`config.mk`:
```
export PLATFORM = sky130hd
export DESIGN_NAME = output_port_arbiter
export DESIGN_NICKNAME = d
export VERILOG_FILES = /design/src/rtl/output_port_arbiter.sv
export SDC_FILE = /design/constraint.sdc
export NUM_CORES = 1
export LEC_CHECK = 0
export ABC_AREA = 1
export CELL_PAD_IN_SITES_DETAIL_PLACEMENT = 1
export CELL_PAD_IN_SITES_GLOBAL_PLACEMENT = 1
export CORE_MARGIN = 3
export CORE_UTILIZATION = 27
export CTS_BUF_LIST = sky130_fd_sc_hd__clkbuf_4 sky130_fd_sc_hd__clkbuf_8
export DETAILED_ROUTE_END_ITERATION = 7
export PLACE_DENSITY_LB_ADDON = 0.05
export SLEW_MARGIN = 15
export SYNTH_ARGS = -nofsm -noshare
export SYNTH_HDL_FRONTEND = slang
export SYNTH_SLANG_ARGS = --single-unit
```
`constraint.sdc`:
```
create_clock -name clk -period 4.3 [get_ports clk]
set_clock_uncertainty 0.2 [all_clocks]
set_input_delay 0.645 -clock clk [delete_from_list [all_inputs] [get_ports clk]]
set_output_delay 0.645 -clock clk [all_outputs]
set_load 0.01 [all_outputs]
```
`src/rtl/output_port_arbiter.sv`:
```
// ============================================================================
// Module      : output_port_arbiter
// Description : Round-robin owner arbiter for one router output port; muxes the
//               owner's 4-phase flit link onto the output link.
//               Optional idle-link forced release under macro ARB_TIMEOUT_EN.
// Revision    : 1.0
// ============================================================================
`default_nettype none

module output_port_arbiter #(
  parameter int N_IN    = 5,
  parameter int DW      = 18,
  parameter int TIMEOUT = 64
) (
  input  logic               clk,
  input  logic               rst,
  input  logic [N_IN-1:0]    req_port,
  output logic [N_IN-1:0]    grant_port,
  input  logic [N_IN*DW-1:0] data_in,
  input  logic [N_IN-1:0]    req_in,
  output logic [N_IN-1:0]    ack_out,
  output logic [DW-1:0]      data_out,
  output logic               req_out,
  input  logic               ack_in,
  output logic               timeout_err
);

  localparam int OW = (N_IN > 1) ? $clog2(N_IN) : 1;

  localparam logic [1:0] S_IDLE    = 2'd0;
  localparam logic [1:0] S_GRANT   = 2'd1;
  localparam logic [1:0] S_RELEASE = 2'd2;

  logic [1:0]      state_q,  state_d;
  logic [OW-1:0]   owner_q,  owner_d;
  logic [OW-1:0]   rr_ptr_q, rr_ptr_d;
  logic [N_IN-1:0] grant_q,  grant_d;

  logic [OW-1:0]   pick;
  logic            pick_vld;
  logic [OW:0]     cand;
  logic            link_idle;
  logic            owner_done;
  logic            force_rel;
  logic [OW-1:0]   next_ptr;

  // First requester at or after rr_ptr, wrapping modulo N_IN.
  always_comb begin
    pick     = '0;
    pick_vld = 1'b0;
    cand     = '0;
    for (int i = 0; i < N_IN; i++) begin
      cand = {1'b0, rr_ptr_q} + (OW+1)'(i);
      if (cand >= (OW+1)'(N_IN)) begin
        cand = cand - (OW+1)'(N_IN);
      end
      if (!pick_vld && req_port[cand[OW-1:0]]) begin
        pick     = cand[OW-1:0];
        pick_vld = 1'b1;
      end
    end
  end

  assign link_idle  = !req_in[owner_q] && !ack_in;
  assign owner_done = !req_port[owner_q] && link_idle;
  assign next_ptr   = (owner_q == OW'(N_IN-1)) ? '0 : owner_q + 1'b1;

  always_comb begin
    state_d  = state_q;
    owner_d  = owner_q;
    rr_ptr_d = rr_ptr_q;
    grant_d  = grant_q;
    case (state_q)
      S_IDLE: begin
        if (pick_vld) begin
          owner_d       = pick;
          grant_d       = '0;
          grant_d[pick] = 1'b1;
          state_d       = S_GRANT;
        end
      end
      S_GRANT: begin
        // Ownership is only surrendered with the link quiescent, so no flit is cut.
        if (owner_done || force_rel) begin
          grant_d  = '0;
          rr_ptr_d = next_ptr;
          state_d  = S_RELEASE;
        end
      end
      S_RELEASE: begin
        state_d = S_IDLE;
      end
      default: begin
        grant_d = '0;
        state_d = S_IDLE;
      end
    endcase
  end

  always_ff @(posedge clk) begin
    if (!rst) begin
      state_q  <= S_IDLE;
      owner_q  <= '0;
      rr_ptr_q <= '0;
      grant_q  <= '0;
    end else begin
      state_q  <= state_d;
      owner_q  <= owner_d;
      rr_ptr_q <= rr_ptr_d;
      grant_q  <= grant_d;
    end
  end

`ifdef ARB_TIMEOUT_EN
  localparam int CW = (TIMEOUT > 1) ? $clog2(TIMEOUT) : 1;

  logic [CW-1:0] idle_cnt_q, idle_cnt_d;
  logic          timeout_err_q, timeout_err_d;

  always_comb begin
    idle_cnt_d    = '0;
    force_rel     = 1'b0;
    timeout_err_d = 1'b0;
    if (state_q == S_GRANT && link_idle) begin
      if (idle_cnt_q == CW'(TIMEOUT-1)) begin
        force_rel     = 1'b1;
        timeout_err_d = !owner_done;
      end else begin
        idle_cnt_d = idle_cnt_q + 1'b1;
      end
    end
  end

  always_ff @(posedge clk) begin
    if (!rst) begin
      idle_cnt_q    <= '0;
      timeout_err_q <= 1'b0;
    end else begin
      idle_cnt_q    <= idle_cnt_d;
      timeout_err_q <= timeout_err_d;
    end
  end

  assign timeout_err = timeout_err_q;
`else
  logic unused_timeout;

  assign force_rel      = 1'b0;
  assign timeout_err    = 1'b0;
  // TIMEOUT only matters when the idle counter is built.
  assign unused_timeout = (TIMEOUT != 0);
`endif

  assign grant_port = grant_q;

  // grant_q is one-hot only while a grant is held, so the AND-OR mux is zero otherwise.
  always_comb begin
    data_out = '0;
    for (int i = 0; i < N_IN; i++) begin
      if (grant_q[i]) begin
        data_out = data_out | data_in[i*DW +: DW];
      end
    end
  end

  assign req_out = |(grant_q & req_in);

  generate
    for (genvar gi = 0; gi < N_IN; gi++) begin : g_ack
      assign ack_out[gi] = grant_q[gi] & ack_in;
    end
  endgenerate

endmodule

`default_nettype wire

```
==> results_dict.tcl <==
set metrics [dict create \
    post-cts-setup-buffer-count 0 \
    drv_cap 0 \
    p_total_mw 1.94 \
    wire_per_inst_um 17.2 \
    cts_tree "yes" \
    clk_latency_ns 0.25 \
    drive_above_1_share 0.0873 \
    core-area_sq_um 7890 \
    hold_slack_ns 0.389 \
    initial_core_util 0.284 \
    crit_end "grant_port[0]$_SDFFE_PN0P_" \
    start_kind "flip-flop" \
    die-height_um 97.1 \
    syn2layout_area_growth_pct 63.9 \
    hold_class "flip-flop to flip-flop" \
    clock-root-buffer "clkbuf_8" \
    fin_cells 606 \
    placed_cell_area_sq_um 3630 \
    h-tree-depth 1 \
    worst_path_largest_cell_delay_ns 0.47 \
    synth_compound_area_frac 0.210 \
    cts_hold_buf 0 \
    rows 32 \
    fin_nets 619 \
    grt_pass1_vias 3263 \
    cts_buffer_depth 2 \
    fin_area_sq_um 3670 \
    post-route-min-period_ns 3.34 \
    yosys_most_used_dff "dfxtp_1" \
    vdd_drop_max_mv 0.258 \
    cp.required_ns 4.28 \
    dr.first_iter.drc_count 107 \
    reg2reg_setup_slack_ns 0.96 \
    status "finished, final reports clean" \
    gr-total-overflow 0 \
    layout_common_cells "clkdlybuf4s50_1 (131), nand2_1 (106), nand3_1 (57)" \
    highest_layer "met4" \
    r2r-start "rr_ptr_q[1]$_SDFFE_PN0P_" \
    die_w_um 97.1 \
    synth_adder_area_share 0.0647 \
    critPathBufInv 2 \
    postRouteAntennaNets 0 \
    dieArea_sq_um 9430 \
    cts_buffers 3 \
    worst_setup_path_end_kind "flip-flop" \
    crit_path_start "rr_ptr_q[1]$_SDFFE_PN0P_" \
    synthSimpleGateAreaFrac 0.500 \
    io_buffers 131 \
    rr_worst_depth 17 \
    antenna_found_initial 0 \
    async_reset_ff_frac 0 \
    grt_use_total 0.218 \
    crit_chain "inv_1 > ha_1 > ha_1 > o21ai_0 > nand2_1 > nand2_1 > nand2_1 > nand2_1 > nand3_1 > nand3_1 > nand2_1 > inv_2 > nand4_1 > nand3_2 > nor2_1 > nand2_1 > a21oi_2" \
    cpMostUsedCell "nand2_1" \
    tightest_slew_ns 0.932 \
    yosys.cell_types.count 37 \
    synth_area_per_cell_sq_um 5.88 \
    tns_ns 0 \
    synth_edf_count 0 \
    synth-warning-count 0 \
    max_slew_margin 0.378 \
    io_pins 133 \
    rsz0062_at_grt "false" \
    fmax_mhz 299 \
    synthXorXnorAreaFrac 0.00391 \
    met1_length_um 4440 \
    setup_viol 0 \
    dp_hpwl_um 8730 \
    critical_path_class "flip-flop to flip-flop" \
    place.gp.congestion 0.859 \
    synth_mux_area_frac 0 \
    netlist_area_sq_um 2240 \
    synth_seq_cells 13 \
    crit_family "simple AND/OR/NAND/NOR gates" \
    slew_violations 0 \
    syn_nets 495 \
    crit_arrival_ns 3.32 \
    fin_crit_sh 0.777 \
    hold_violations 0 \
    post_drt_via_cell_ratio 5.14 \
    final_common_cell "clkdlybuf4s50_1" \
    numClockSinks 13 \
    leakagePower_nw 1.61 \
    synth_top_family_by_area "simple AND/OR/NAND/NOR gates" \
    r2r_end "grant_port[0]$_SDFFE_PN0P_" \
    first_pass_iters 4 \
    powerDensity_nw_per_um2 527 \
    drc_errors 0 \
    slowest_stage "dfxtp_1" \
    vias 3114 \
    grt_pass1_wl_um 17000 \
    placed_cells 602 \
    crit_cells 17 \
    crit_fanout 8 \
    ys_seq_area_frac 0.116 \
    grt_max_degree 23 \
    cts_resized 0 \
    drt_wl_total_um 10400 \
    clk_pin_slew_ns 0.06 \
    synthesis.instances 381 \
    wl_met2_um 5440 \
    n_antenna_cell 0 \
    dr_wl_met3_um 338 \
]
==> power breakdown <==
part	internal, mW	leakage [nW]	switching (mW)
Sequential	0.155	0.106	0.136
Combinational	0.694	1.47	0.831
Clock	0.0719	0.0262	0.0488
==> synth_stat cells (all sizes together) (4+ instances only) <==
cell    count  share of area
a21oi      34          0.079
a22o       18          0.070
buf         4          0.013
clkbuf      9          0.015
dfxtp      13           0.12
ha         10          0.056
inv        44          0.076
nand2     122           0.22
nand3      63           0.16
nand4      14          0.058
nor2       18          0.041
o21ai      16          0.036
==> cell families after synthesis <==
kind of cell,Yosys count
compound gates,75
fa+ha+maj,11
simple gates,223
other cells,1
flops,13
buf+inv,57
xor+xnor,1
==> worst min-delay path by stage <==
| stage | startpoint | to | cells after the start |
|---|---|---|---|
| 2_1_floorplan | grant_port[4]$_SDFFE_PN0P_ | grant_port[4]$_SDFFE_PN0P_ | 2 |
| 3_3_place_gp | owner_q[2]$_SDFFE_PN0P_ | owner_q[2]$_SDFFE_PN0P_ | 2 |
| 3_5_place_dp | owner_q[2]$_SDFFE_PN0P_ | owner_q[2]$_SDFFE_PN0P_ | 2 |
| 4_1_cts | owner_q[2]$_SDFFE_PN0P_ | owner_q[2]$_SDFFE_PN0P_ | 2 |
| 5_1_grt | rr_ptr_q[0]$_SDFFE_PN0P_ | rr_ptr_q[0]$_SDFFE_PN0P_ | 2 |
| 6_report | owner_q[2]$_SDFFE_PN0P_ | owner_q[2]$_SDFFE_PN0P_ | 2 |
==> tightest hold or removal path: cells and delay by family, from the launching register on <==
family / cells / cell delay [ns]
and+or+nand+nor: 1 / 0.09
DFF: 1 / 0.37
AOI/OAI and AO/OA: 1 / 0.07
==> per-stage QoR <==
step	worst slack (ns)	utilization
floorplan	1.56	-
global placement	1.15	0.460
detailed placement	1.06	0.460
CTS	1.01	0.466
global route	0.661	0.466
finish	0.960	0.466
==> registers in the layout, indices dropped and copies added, names as in the netlist <==
signal,flops
grant_port,5
owner_q,3
rr_ptr_q,3
state_q,2
==> layer usage <==
layer  vias to the layer above  track usage
li1                       1540            -
met1                      1474        0.265
met2                        86        0.414
met3                        14       0.0151
met4                         0       0.0508
met5                         -            0
==> area by class of cell <==
| cell class | count | area [sq um] |
|---|---|---|
| Sequential cell | 13 | 260 |
| Timing Repair Buffer | 132 | 1320 |
| Multi-Input combinational cell | 311 | 1750 |
| Fill cell | 1055 | 4210 |
| Inverter | 44 | 170 |
| Clock buffer | 4 | 48.8 |
| Tap cell | 102 | 128 |
Note: power is estimated with default switching activity, not from simulation.
